===== src/rtl/func_sweep.sv =====
// Exhaustive truth-table sweeper for a 5-input combinational function.
// Optional golden-table comparator and match port are enabled with FUNC_SWEEP_CMP_EN.
module func_sweep #(
  parameter int unsigned SETTLE   = 1,
  parameter logic [31:0] EXPECTED = 32'h0
) (
  input  logic        clk,
  input  logic        rst,
  input  logic        start,
  input  logic        f_in,
  output logic        a,
  output logic        b,
  output logic        c,
  output logic        d,
  output logic        e,
  output logic        busy,
  output logic        done,
  output logic [31:0] table_out,
  output logic [5:0]  ones_cnt
`ifdef FUNC_SWEEP_CMP_EN
  ,
  output logic        match
`endif
);

  // Settle count must fit the 4-bit counter and be nonzero.
  if ((SETTLE < 1) || (SETTLE > 15) || ($bits(EXPECTED) != 32)) begin : g_bad_settle
    $fatal(1, "func_sweep: SETTLE must be in 1..15");
  end

  localparam logic [3:0] SETTLE_LAST = 4'(SETTLE - 1);

  typedef enum logic [1:0] {
    ST_IDLE   = 2'd0,
    ST_WAIT   = 2'd1,
    ST_SAMPLE = 2'd2,
    ST_DONE   = 2'd3
  } state_t;

  state_t      state_r, state_s;
  logic [4:0]  idx_r, idx_s;
  logic [3:0]  cnt_r, cnt_s;
  logic [31:0] table_r, table_s;
  logic [5:0]  ones_r, ones_s;
  logic        busy_r, busy_s;
  logic        done_r, done_s;
`ifdef FUNC_SWEEP_CMP_EN
  logic        match_r, match_s;
`endif

  // Next-state and next-register values; every output is taken from a register.
  always_comb begin
    state_s = state_r;
    idx_s   = idx_r;
    cnt_s   = cnt_r;
    table_s = table_r;
    ones_s  = ones_r;
    busy_s  = busy_r;
    done_s  = 1'b0;
`ifdef FUNC_SWEEP_CMP_EN
    match_s = match_r;
`endif
    case (state_r)
      ST_IDLE: begin
        if (start) begin
          idx_s   = 5'd0;
          cnt_s   = 4'd0;
          table_s = 32'd0;
          ones_s  = 6'd0;
          busy_s  = 1'b1;
`ifdef FUNC_SWEEP_CMP_EN
          match_s = 1'b0;
`endif
          state_s = ST_WAIT;
        end else begin
          state_s = ST_IDLE;
        end
      end
      ST_WAIT: begin
        cnt_s = cnt_r + 4'd1;
        if (cnt_r == SETTLE_LAST) begin
          state_s = ST_SAMPLE;
        end else begin
          state_s = ST_WAIT;
        end
      end
      ST_SAMPLE: begin
        table_s[idx_r] = f_in;
        ones_s         = ones_r + {5'd0, f_in};
        // The last vector leaves the sweep instead of wrapping idx.
        if (idx_r == 5'd31) begin
          busy_s  = 1'b0;
          done_s  = 1'b1;
`ifdef FUNC_SWEEP_CMP_EN
          match_s = (table_s == EXPECTED);
`endif
          state_s = ST_DONE;
        end else begin
          idx_s   = idx_r + 5'd1;
          cnt_s   = 4'd0;
          state_s = ST_WAIT;
        end
      end
      ST_DONE: begin
        state_s = ST_IDLE;
      end
      default: begin
        busy_s  = 1'b0;
        state_s = ST_IDLE;
      end
    endcase
  end

  // State and datapath registers with asynchronous reset.
  always_ff @(posedge clk or posedge rst) begin
    if (rst) begin
      state_r <= ST_IDLE;
      idx_r   <= 5'd0;
      cnt_r   <= 4'd0;
      table_r <= 32'd0;
      ones_r  <= 6'd0;
      busy_r  <= 1'b0;
      done_r  <= 1'b0;
`ifdef FUNC_SWEEP_CMP_EN
      match_r <= 1'b0;
`endif
    end else begin
      state_r <= state_s;
      idx_r   <= idx_s;
      cnt_r   <= cnt_s;
      table_r <= table_s;
      ones_r  <= ones_s;
      busy_r  <= busy_s;
      done_r  <= done_s;
`ifdef FUNC_SWEEP_CMP_EN
      match_r <= match_s;
`endif
    end
  end

  assign {a, b, c, d, e} = idx_r;
  assign busy            = busy_r;
  assign done            = done_r;
  assign table_out       = table_r;
  assign ones_cnt        = ones_r;
`ifdef FUNC_SWEEP_CMP_EN
  assign match           = match_r;
`endif

endmodule


===== config.mk =====
export PLATFORM = sky130hd
export DESIGN_NAME = func_sweep
export DESIGN_NICKNAME = d
export VERILOG_FILES = /design/src/rtl/func_sweep.sv
export SDC_FILE = /design/constraint.sdc
export NUM_CORES = 1
export LEC_CHECK = 0
export ABC_AREA = 1
export CELL_PAD_IN_SITES_DETAIL_PLACEMENT = 2
export CELL_PAD_IN_SITES_GLOBAL_PLACEMENT = 2
export CORE_MARGIN = 2
export CORE_UTILIZATION = 30
export DETAILED_ROUTE_END_ITERATION = 7
export GPL_TIMING_DRIVEN = 0
export HOLD_SLACK_MARGIN = 0.05
export PLACE_DENSITY_LB_ADDON = 0.1
export SETUP_SLACK_MARGIN = 0.4
export SLEW_MARGIN = 10
export SYNTH_ARGS = -nofsm -noshare
export SYNTH_HDL_FRONTEND = slang
export SYNTH_SLANG_ARGS = --single-unit
export TNS_END_PERCENT = 10

===== constraint.sdc =====
create_clock -name clk -period 2.27 [get_ports clk]
set_input_delay 0.227 -clock clk [delete_from_list [all_inputs] [get_ports clk]]
set_output_delay 0.227 -clock clk [all_outputs]
set_load 0.05 [all_outputs]

==> flow_summary.toml, run 1 <==
[yosys]
synth_top_family_by_area = "simple AND/OR/NAND/NOR gates"
ys_seq_elements = 51
yosys_warnings = 0
ys_top_cells_by_area = "dfrtp_1 (48%), nand2_1 (14%), nand3_1 (7.4%)"
synth-edff-count = 0
synth.distinct_cells = 23
synth_fa_ha_area_share_pct = 4.71
syn_area_mm2 = 0.00266
muxShareOfSynthArea_pct = 0
synth_top_area_share_pct = 48.1
synthFlopType = "dfrtp_1"
synth.yosys.seq_area_share_pct = 48.1
synth_compound_area_share_pct = 10.7
async_flop_share_pct = 100
syn_inst = 329
syn_nets = 343
avgSynthCellArea_um2 = 8.07
synth-xor-area-share_pct = 0
synth.largest_area_cell = "dfrtp_1"
yosys.area_share.simple_pct = 28.5

[drt]
num_vias = 2462
wl_mm = 8.34
drt_first_pass_iters = 4
drt_iter0_drc = 64
avgViaCountPerCell = 4.98
antenna_left = 0
wl_per_cell_um = 16.9
drc = 0

[finish]
syn2layout_area_growth_pct = 28.7
drive_gt1_share_pct = 11.4
multiInputGateArea_mm2 = 0.00119
num-fill-cells = 997
fin_util_pct = 39.6
diodes = 0
final_nets = 399
seq_area_mm2 = 0.00128

[status]
status = "completed"

[floorplan]
coreArea_mm2 = 0.00864
die_height_um = 98.1
io_pins = 49
rows = 34
start_util_pct = 30.7
dieArea_mm2 = 0.00962
die_w_um = 98.1

[grt]
grt-ovfl-total = 0
antenna_found_initial = 0
grt_pass1_vias = 2625
grt_max_degree = 34
grt_pass1_wl_mm = 14.1
track_usage_pct = 18.4

[timing]
tns_ns = 0
slew_viol_final = 0
period_share_pct = 82.8
setup_ws_ns = 0.390
worstMarginPinSlew_ns = 0.549
rsz0062_at_grt = "true"
setup_viol = 0
min_period_ns = 1.88
max_freq_mhz = 532
relSlewSlack_pct = 63.3
hold_violations = 0
finClkSkew_ns = 0.0140
whs_ns = 0.241

[power_and_ir_drop]
leakagePower_nw = 1.48
vdd_drop_max_mv = 0.496
power_density_mw_per_mm2 = 773

[cts]
cts_root_buf = "clkbuf_8"
htreeDepth = 2
ctsHoldBuffers = 0
cts_buffer_depth = 2
numClockSinks = 51
cts_buffers = 5
clk_latency_ns = 0.31
post_cts_buffers = 0
clkTransAtPathRegs_ns = 0.10
cts_tree = "built"

[place]
place_congestion = 0.764
dpl.hpwl_mm = 6.16
pre_cts_slack_ns = 0.221
portBuffers = 48

[worst_setup_path]
startpoint_type = "register"
cp_max_fo = 7
cpLargestDelayFamily = "buffers and inverters"
crit_buf_inv = 1
crit_type = "register to output pin"
ff2ff_path_depth = 10
reg2reg_from = "idx_r[1]"
cp_cell_sequence = "clkdlybuf4s50_1"
slowest_stage = "clkdlybuf4s50_1"
required_ns = 2.04
worstPathArrival_ns = 1.65
max_stage_delay_ns = 0.85
worst_r2r_endpoint = "idx_r[2]"
end_kind = "output pin"
rrSetupSlack_ns = 0.45

[run]
drv_cap = 0

[worst_hold_path]
hold_class = "primary input to async pin"
[cells in the mapped netlist, types with 2 or more instances]
cell,instances
dfrtp_1,51
ha_1,10
buf_4,2
nand4_1,3
nor2_1,19
nand3_1,39
buf_6,5
inv_1,28
nand2_4,2
a21oi_1,5
clkbuf_2,3
nor2_4,2
o22ai_1,2
nand2_1,102
o22ai_2,3
buf_2,3
nor2_2,5
o21ai_0,17
inv_2,2
o21ai_1,23
[worst max-delay path by stage]
stage | startpoint | endpoint | slack [ns] | cells past startpoint
floorplan | idx_r[0] | idx_r[2] | 0.51 | 10
global placement | rst | idx_r[1] | -0.61 | 2
detailed placement | f_in | ones_cnt[4] | 0.22 | 8
CTS | idx_r[0] | idx_r[1] | 0.28 | 9
global route | idx_r[1] | idx_r[2] | 0.29 | 10
finish | idx_r[4] | a | 0.39 | 1
[metal layers]
metal	vias up	wire, um	track usage (%)
li1	1173	-	-
met1	1255	3940	25.1
met2	30	4160	31.5
met3	4	173	2.36
met4	0	63	3.53
met5	-	0	0
[cells in the final DEF, fill, tap and decap left out, types with 6 or more instances in the layout]
cell type        count
nand2_1            100
o21ai_0             15
clkbuf_8             6
ha_1                10
o21ai_1             25
clkdlybuf4s50_1     47
dfrtp_1             49
inv_1               26
nand3_1             39
nor2_1              19
[kinds of logic (layout without fill, tap and decap cells)]
family / count (synthesis) / after routing
buf+inv: 43 / 100
simple gates: 174 / 174
compound gates: 51 / 51
flops: 51 / 51
fa+ha+maj: 10 / 10
[where the power goes]
part	total (mW)	leakage, nW	switching (mW)	internal [mW]
Sequential	1.10	0.697	0.107	0.989
Clock	0.557	0.0482	0.310	0.247
Combinational	0.987	0.736	0.700	0.287
[stage by stage]
step	std cells	power, mW	area [um2]
6_report	494	2.64	3420
5_1_grt	494	2.82	3420
2_1_floorplan	329	1.74	2660
4_1_cts	494	2.65	3390
3_5_place_dp	486	2.08	3290
3_3_place_gp	485	2.04	3270
[final cells by class]
type                            count  share of cell area, %
Buffer                             13                   3.04
Clock buffer                        7                   2.53
Clock inverter                      1                  0.147
Inverter                           30                   3.37
Multi-Input combinational cell    235                   34.8
Sequential cell                    51                   37.4
Tap cell                          108                   3.96
Timing Repair Buffer               49                   14.7
[registers in the layout, summed over array words and instances (netlist names)]
signal,count
cnt_r,4
ones_cnt,6
table_out,32
done,1
busy,1
state_r,2
idx_r,5
[what timing repair did]
item	in CTS	in global routing
pin swaps	0	1
gates resized for setup	1	11
setup endpoints to repair	12	25
endpoints found under the hold margin	0	0
(Power assumes the default switching activity.)
==> run 2: changes to the inputs <==
==> constraint.sdc (replaced) <==
create_clock -name clk -period 1.8 [get_ports clk]
set_input_delay 0.18 -clock clk [delete_from_list [all_inputs] [get_ports clk]]
set_output_delay 0.18 -clock clk [all_outputs]
set_load 0.05 [all_outputs]
==> run 2 against run 1 <==
Sequential cell count is the same. Global-route usage grew 0.71 points. Sequential power grew 26%. Sequential share of layout area shrank 3.2 points. Critical path depth is the same. Via count grew 3.6%. Wire length grew 8.8%. Register-to-register slack lost 0.26 ns. Clock skew shrank 0.011 ns. Hold slack gained 0.089 ns. Clock-buffer cell count grew 1. Critical path type unchanged. Critical endpoint is now table_out[15]. Power grew 43%.
==> flow_summary.toml, run 2 (same netlist as run 1, synthesis figures left out) <==
[status]
status = "completed"

[timing]
rsz0062_at_grt = "true"
whs_ns = 0.331
finClkSkew_ns = 0.00283
max_freq_mhz = 602
period_share_pct = 92.3
min_period_ns = 1.66
setup_ws_ns = 0.138
slew_viol_final = 0
hold_violations = 0
worstMarginPinSlew_ns = 0.780
tns_ns = 0
relSlewSlack_pct = 47.9
setup_viol = 0

[worst_setup_path]
max_stage_delay_ns = 0.80
startpoint_type = "register"
cp_max_fo = 2
crit_buf_inv = 1
slowest_stage = "clkdlybuf4s50_1"
cp_cell_sequence = "clkdlybuf4s50_1"
required_ns = 1.62
cpLargestDelayFamily = "buffers and inverters"
worstPathArrival_ns = 1.48
end_kind = "output pin"
crit_type = "register to output pin"

[finish]
diodes = 0
layout_commonest_cell = "nand2_1"
largest_register_ffs = 32
final_nets = 419
mostFrequentLayoutCells = "nand2_1 (95), dfrtp_1 (48), nand3_1 (38)"
drive_gt1_share_pct = 22.7
syn2layout_area_growth_pct = 40.8

[place]
place_congestion = 0.758
pre_cts_slack_ns = -0.122
portBuffers = 48
dpl.hpwl_mm = 6.19

[floorplan]
rows = 34
dieArea_mm2 = 0.00962
io_pins = 49
start_util_pct = 30.7
die_height_um = 98.1
coreArea_mm2 = 0.00864
die_w_um = 98.1

[cts]
clkTransAtPathRegs_ns = 0.09
clk_latency_ns = 0.31
cts_root_buf = "clkbuf_8"
htreeDepth = 2
cts_buffers = 5
cts_tree = "built"
cts_buffer_depth = 2
numClockSinks = 51

[power_and_ir_drop]
power_density_mw_per_mm2 = 1010
vdd_drop_max_mv = 0.676
power_mw = 3.76
leakagePower_nw = 1.79

[grt]
grt_pass1_wl_mm = 14.6
antenna_found_initial = 0
grt_pass1_vias = 2683
grt-ovfl-total = 0
track_usage_pct = 19.1
grt_max_degree = 33

[drt]
antenna_left = 0
avgViaCountPerCell = 4.96
drc = 0
wl_per_cell_um = 17.7
num_vias = 2550
drt_first_pass_iters = 4
wl_mm = 9.08
drt_iter0_drc = 68

[run]
drv_cap = 0

[worst_hold_path]
hold_class = "primary input to async pin"
==> run 2: cell count changes in the layout (fill, tap and decap cells not counted), sizes merged <==
cell	change
clkinv	-1
dlymetal6s2s	+2
dlygate4sd2	+22
buf	+23
clkbuf	-1
clkdlybuf4s50	-25
==> run 2: area by class of cell <==
class,count,area [um2]
plain buffers,13,139
multi-input cells,235,1320
inverters,30,120
fillers,965,4900
well taps,108,135
clock buffers,8,100
repair buffers,69,644
flip-flops and latches,51,1280
==> run 2: per-stage QoR <==
step | instance area [um2] | instances | util [%]
floorplan | 2720 | 329 | -
global placement | 3340 | 485 | 38.6
detailed placement | 3360 | 486 | 39.0
CTS | 3550 | 502 | 41.2
global route | 3740 | 514 | 43.3
finish | 3740 | 514 | 43.3
==> run 2: path summary, 6_finish.rpt <==
path | cells after the start | end | start | slack [ns]
worst max-delay path | 1 | table_out[15] | table_out[15] | 0.14
worst min-delay path | 2 | ones_cnt[4] | rst | 0.33
worst max register to register | 10 | idx_r[2] | idx_r[0] | 0.19
worst min register to register | 2 | busy | busy | 0.50
max in group asynchronous | 3 | idx_r[2] | rst | 0.89
min in group clk | 3 | table_out[24] | f_in | 0.38
==> run 2: report_power, final <==
part,total [mW],internal (mW),switching (mW)
logic,1.63,0.602,1.03
clock network,0.748,0.352,0.395
registers,1.39,1.25,0.139
total,3.76,2.20,1.56
==> run 2: layer usage <==
layer | part of all wire (%) | vias up | track usage, %
met2 | 51 | 33 | 32.0
met3 | 2.6 | 6 | 2.36
met1 | 46 | 1299 | 26.7
li1 | - | 1212 | -
met4 | 0.79 | 0 | 3.74
met5 | 0 | - | 0
==> run 2: what timing repair did <==
| action | CTS | global route |
|---|---|---|
| gates resized for setup | 48 | 33 |
| setup buffers | 8 | 12 |
| cloned | 0 | 0 |
| pin swaps | 4 | 8 |
| hold buffers | 0 | 0 |
| setup endpoints to repair | 90 | 94 |
| hold endpoints to repair | 0 | 0 |
==> run 3: changes to the inputs <==
--- a/config.mk
+++ b/config.mk
@@ -14,8 +14,8 @@
 export GPL_TIMING_DRIVEN = 0
 export HOLD_SLACK_MARGIN = 0.05
 export PLACE_DENSITY_LB_ADDON = 0.1
+export REMOVE_ABC_BUFFERS = 1
 export SETUP_SLACK_MARGIN = 0.4
-export SLEW_MARGIN = 10
 export SYNTH_ARGS = -nofsm -noshare
 export SYNTH_HDL_FRONTEND = slang
 export SYNTH_SLANG_ARGS = --single-unit
==> run 3 against run 2 <==
Worst setup slack got worse by 0.017 ns. Cell count decreased by 1.4%. First-iteration DRC count increased by 10%. Hold slack got worse by 0.069 ns. Register-to-register slack improved by 0.04 ns. Critical path type unchanged. Sequential power about the same. Wire length decreased by 0.82%. Critical path depth increased by 2. Combinational power about the same. Sequential cell count unchanged. Via count decreased by 1.1%. Non-clock buffer count decreased by 8.
==> flow_summary.toml, run 3 (same netlist as run 1, synthesis figures left out) <==
[timing]
setup_ws_ns = 0.121
min_period_ns = 1.68
finClkSkew_ns = 0.00500
max_freq_mhz = 596
worstMarginPinSlew_ns = 0.631
hold_violations = 0
slew_viol_final = 0
period_share_pct = 93.3
whs_ns = 0.262
rsz0062_at_grt = "true"
tns_ns = 0
relSlewSlack_pct = 57.9
setup_viol = 0

[worst_setup_path]
required_ns = 1.62
rrSetupSlack_ns = 0.23
worst_r2r_endpoint = "table_out[20]"
startpoint_type = "register"
end_kind = "output pin"
reg2reg_from = "idx_r[0]"
crit_type = "register to output pin"
cp_max_fo = 4
ff2ff_path_depth = 8
worstPathArrival_ns = 1.50

[floorplan]
die_height_um = 98.1
io_pins = 49
rows = 34
dieArea_mm2 = 0.00962
start_util_pct = 30.7
die_w_um = 98.1
coreArea_mm2 = 0.00864

[grt]
antenna_found_initial = 0
track_usage_pct = 18.9
grt_pass1_wl_mm = 14.6
grt_max_degree = 28
grt_pass1_vias = 2735
grt-ovfl-total = 0

[cts]
clk_latency_ns = 0.31
cts_root_buf = "clkbuf_8"
numClockSinks = 51
clkTransAtPathRegs_ns = 0.09
ctsHoldBuffers = 0
htreeDepth = 2
cts_buffer_depth = 2
cts_tree = "built"
cts_buffers = 5

[worst_hold_path]
hold_class = "primary input to async pin"

[drt]
avgViaCountPerCell = 4.97
drt_first_pass_iters = 4
wl_mm = 9.00
drc = 0
wl_per_cell_um = 17.8
drt_iter0_drc = 75
num_vias = 2521
antenna_left = 0

[finish]
drive_gt1_share_pct = 23.1
finalInstanceArea_mm2 = 0.00370
diodes = 0
largest_register_ffs = 32
fin_util_pct = 42.9
layout_commonest_cell = "nand2_1"
final_nets = 412
fin_cells = 507
syn2layout_area_growth_pct = 39.5
mostFrequentLayoutCells = "nand2_1 (96), dfrtp_1 (44), nand3_1 (36)"

[place]
portBuffers = 48
placed_cells = 473
dpl-instance-area_mm2 = 0.00319
pre_cts_slack_ns = -0.283
place_congestion = 0.738
dpl.hpwl_mm = 5.46

[power_and_ir_drop]
vdd_drop_max_mv = 0.401
leakagePower_nw = 1.70
power_mw = 3.78
power_density_mw_per_mm2 = 1020

[run]
drv_cap = 0

[status]
status = "completed"
[run 3: changes by cell type in the layout (fill, tap and decap cells not counted), sizes merged]
cell,change
buf,-6
clkbuf,-2
clkdlybuf4s15,+1
clkdlybuf4s50,+2
dlygate4sd2,-1
dlymetal6s2s,-2
nand2,+1
[run 3: final cells by class]
type / instances / area (um2)
multi-input cells: 236 / 1370
fillers: 981 / 4930
repair buffers: 74 / 694
clock buffers: 8 / 100
flip-flops and latches: 51 / 1280
inverters: 30 / 125
well taps: 108 / 135
[run 3: report_power, final]
group / switching, mW / internal [mW]
Sequential: 0.155 / 1.25
Combinational: 1.05 / 0.565
Clock: 0.401 / 0.352
Total: 1.61 / 2.17
[run 3: per-layer routing]
| layer | global-route usage (%) | wire, um | up-vias |
|---|---|---|---|
| met5 | 0 | 0 | - |
| met4 | 4.81 | 100 | 0 |
| met3 | 2.36 | 199 | 10 |
| met2 | 32.3 | 4500 | 38 |
| met1 | 25.5 | 4200 | 1275 |
| li1 | - | - | 1198 |
[run 3: how the worst max path moves through the flow]
| stage | slack (ns) | end | startpoint |
|---|---|---|---|
| 2_1_floorplan | -0.19 | idx_r[2] | idx_r[0] |
| 3_3_place_gp | -0.80 | table_out[14] | rst |
| 3_5_place_dp | -0.28 | idx_r[2] | idx_r[0] |
| 4_1_cts | 0.12 | table_out[10] | table_out[10] |
| 5_1_grt | 0.08 | table_out[9] | table_out[9] |
| 6_report | 0.12 | d | idx_r[1] |
[run 3: timing repair]
action / in CTS / in global routing
setup buffers: 10 / 15
resized for setup: 66 / 36
endpoints found under the hold margin: 0 / 0
endpoints found under the setup margin: 96 / 93
gates cloned: 1 / 0
pin swaps: 9 / 10
[run 3: worst max-delay path: stages (launching register included)]
cell and delay [ns]:
dfrtp_2 0.46, buf_4 0.16, buf_4 0.12, clkdlybuf4s15_1 0.44
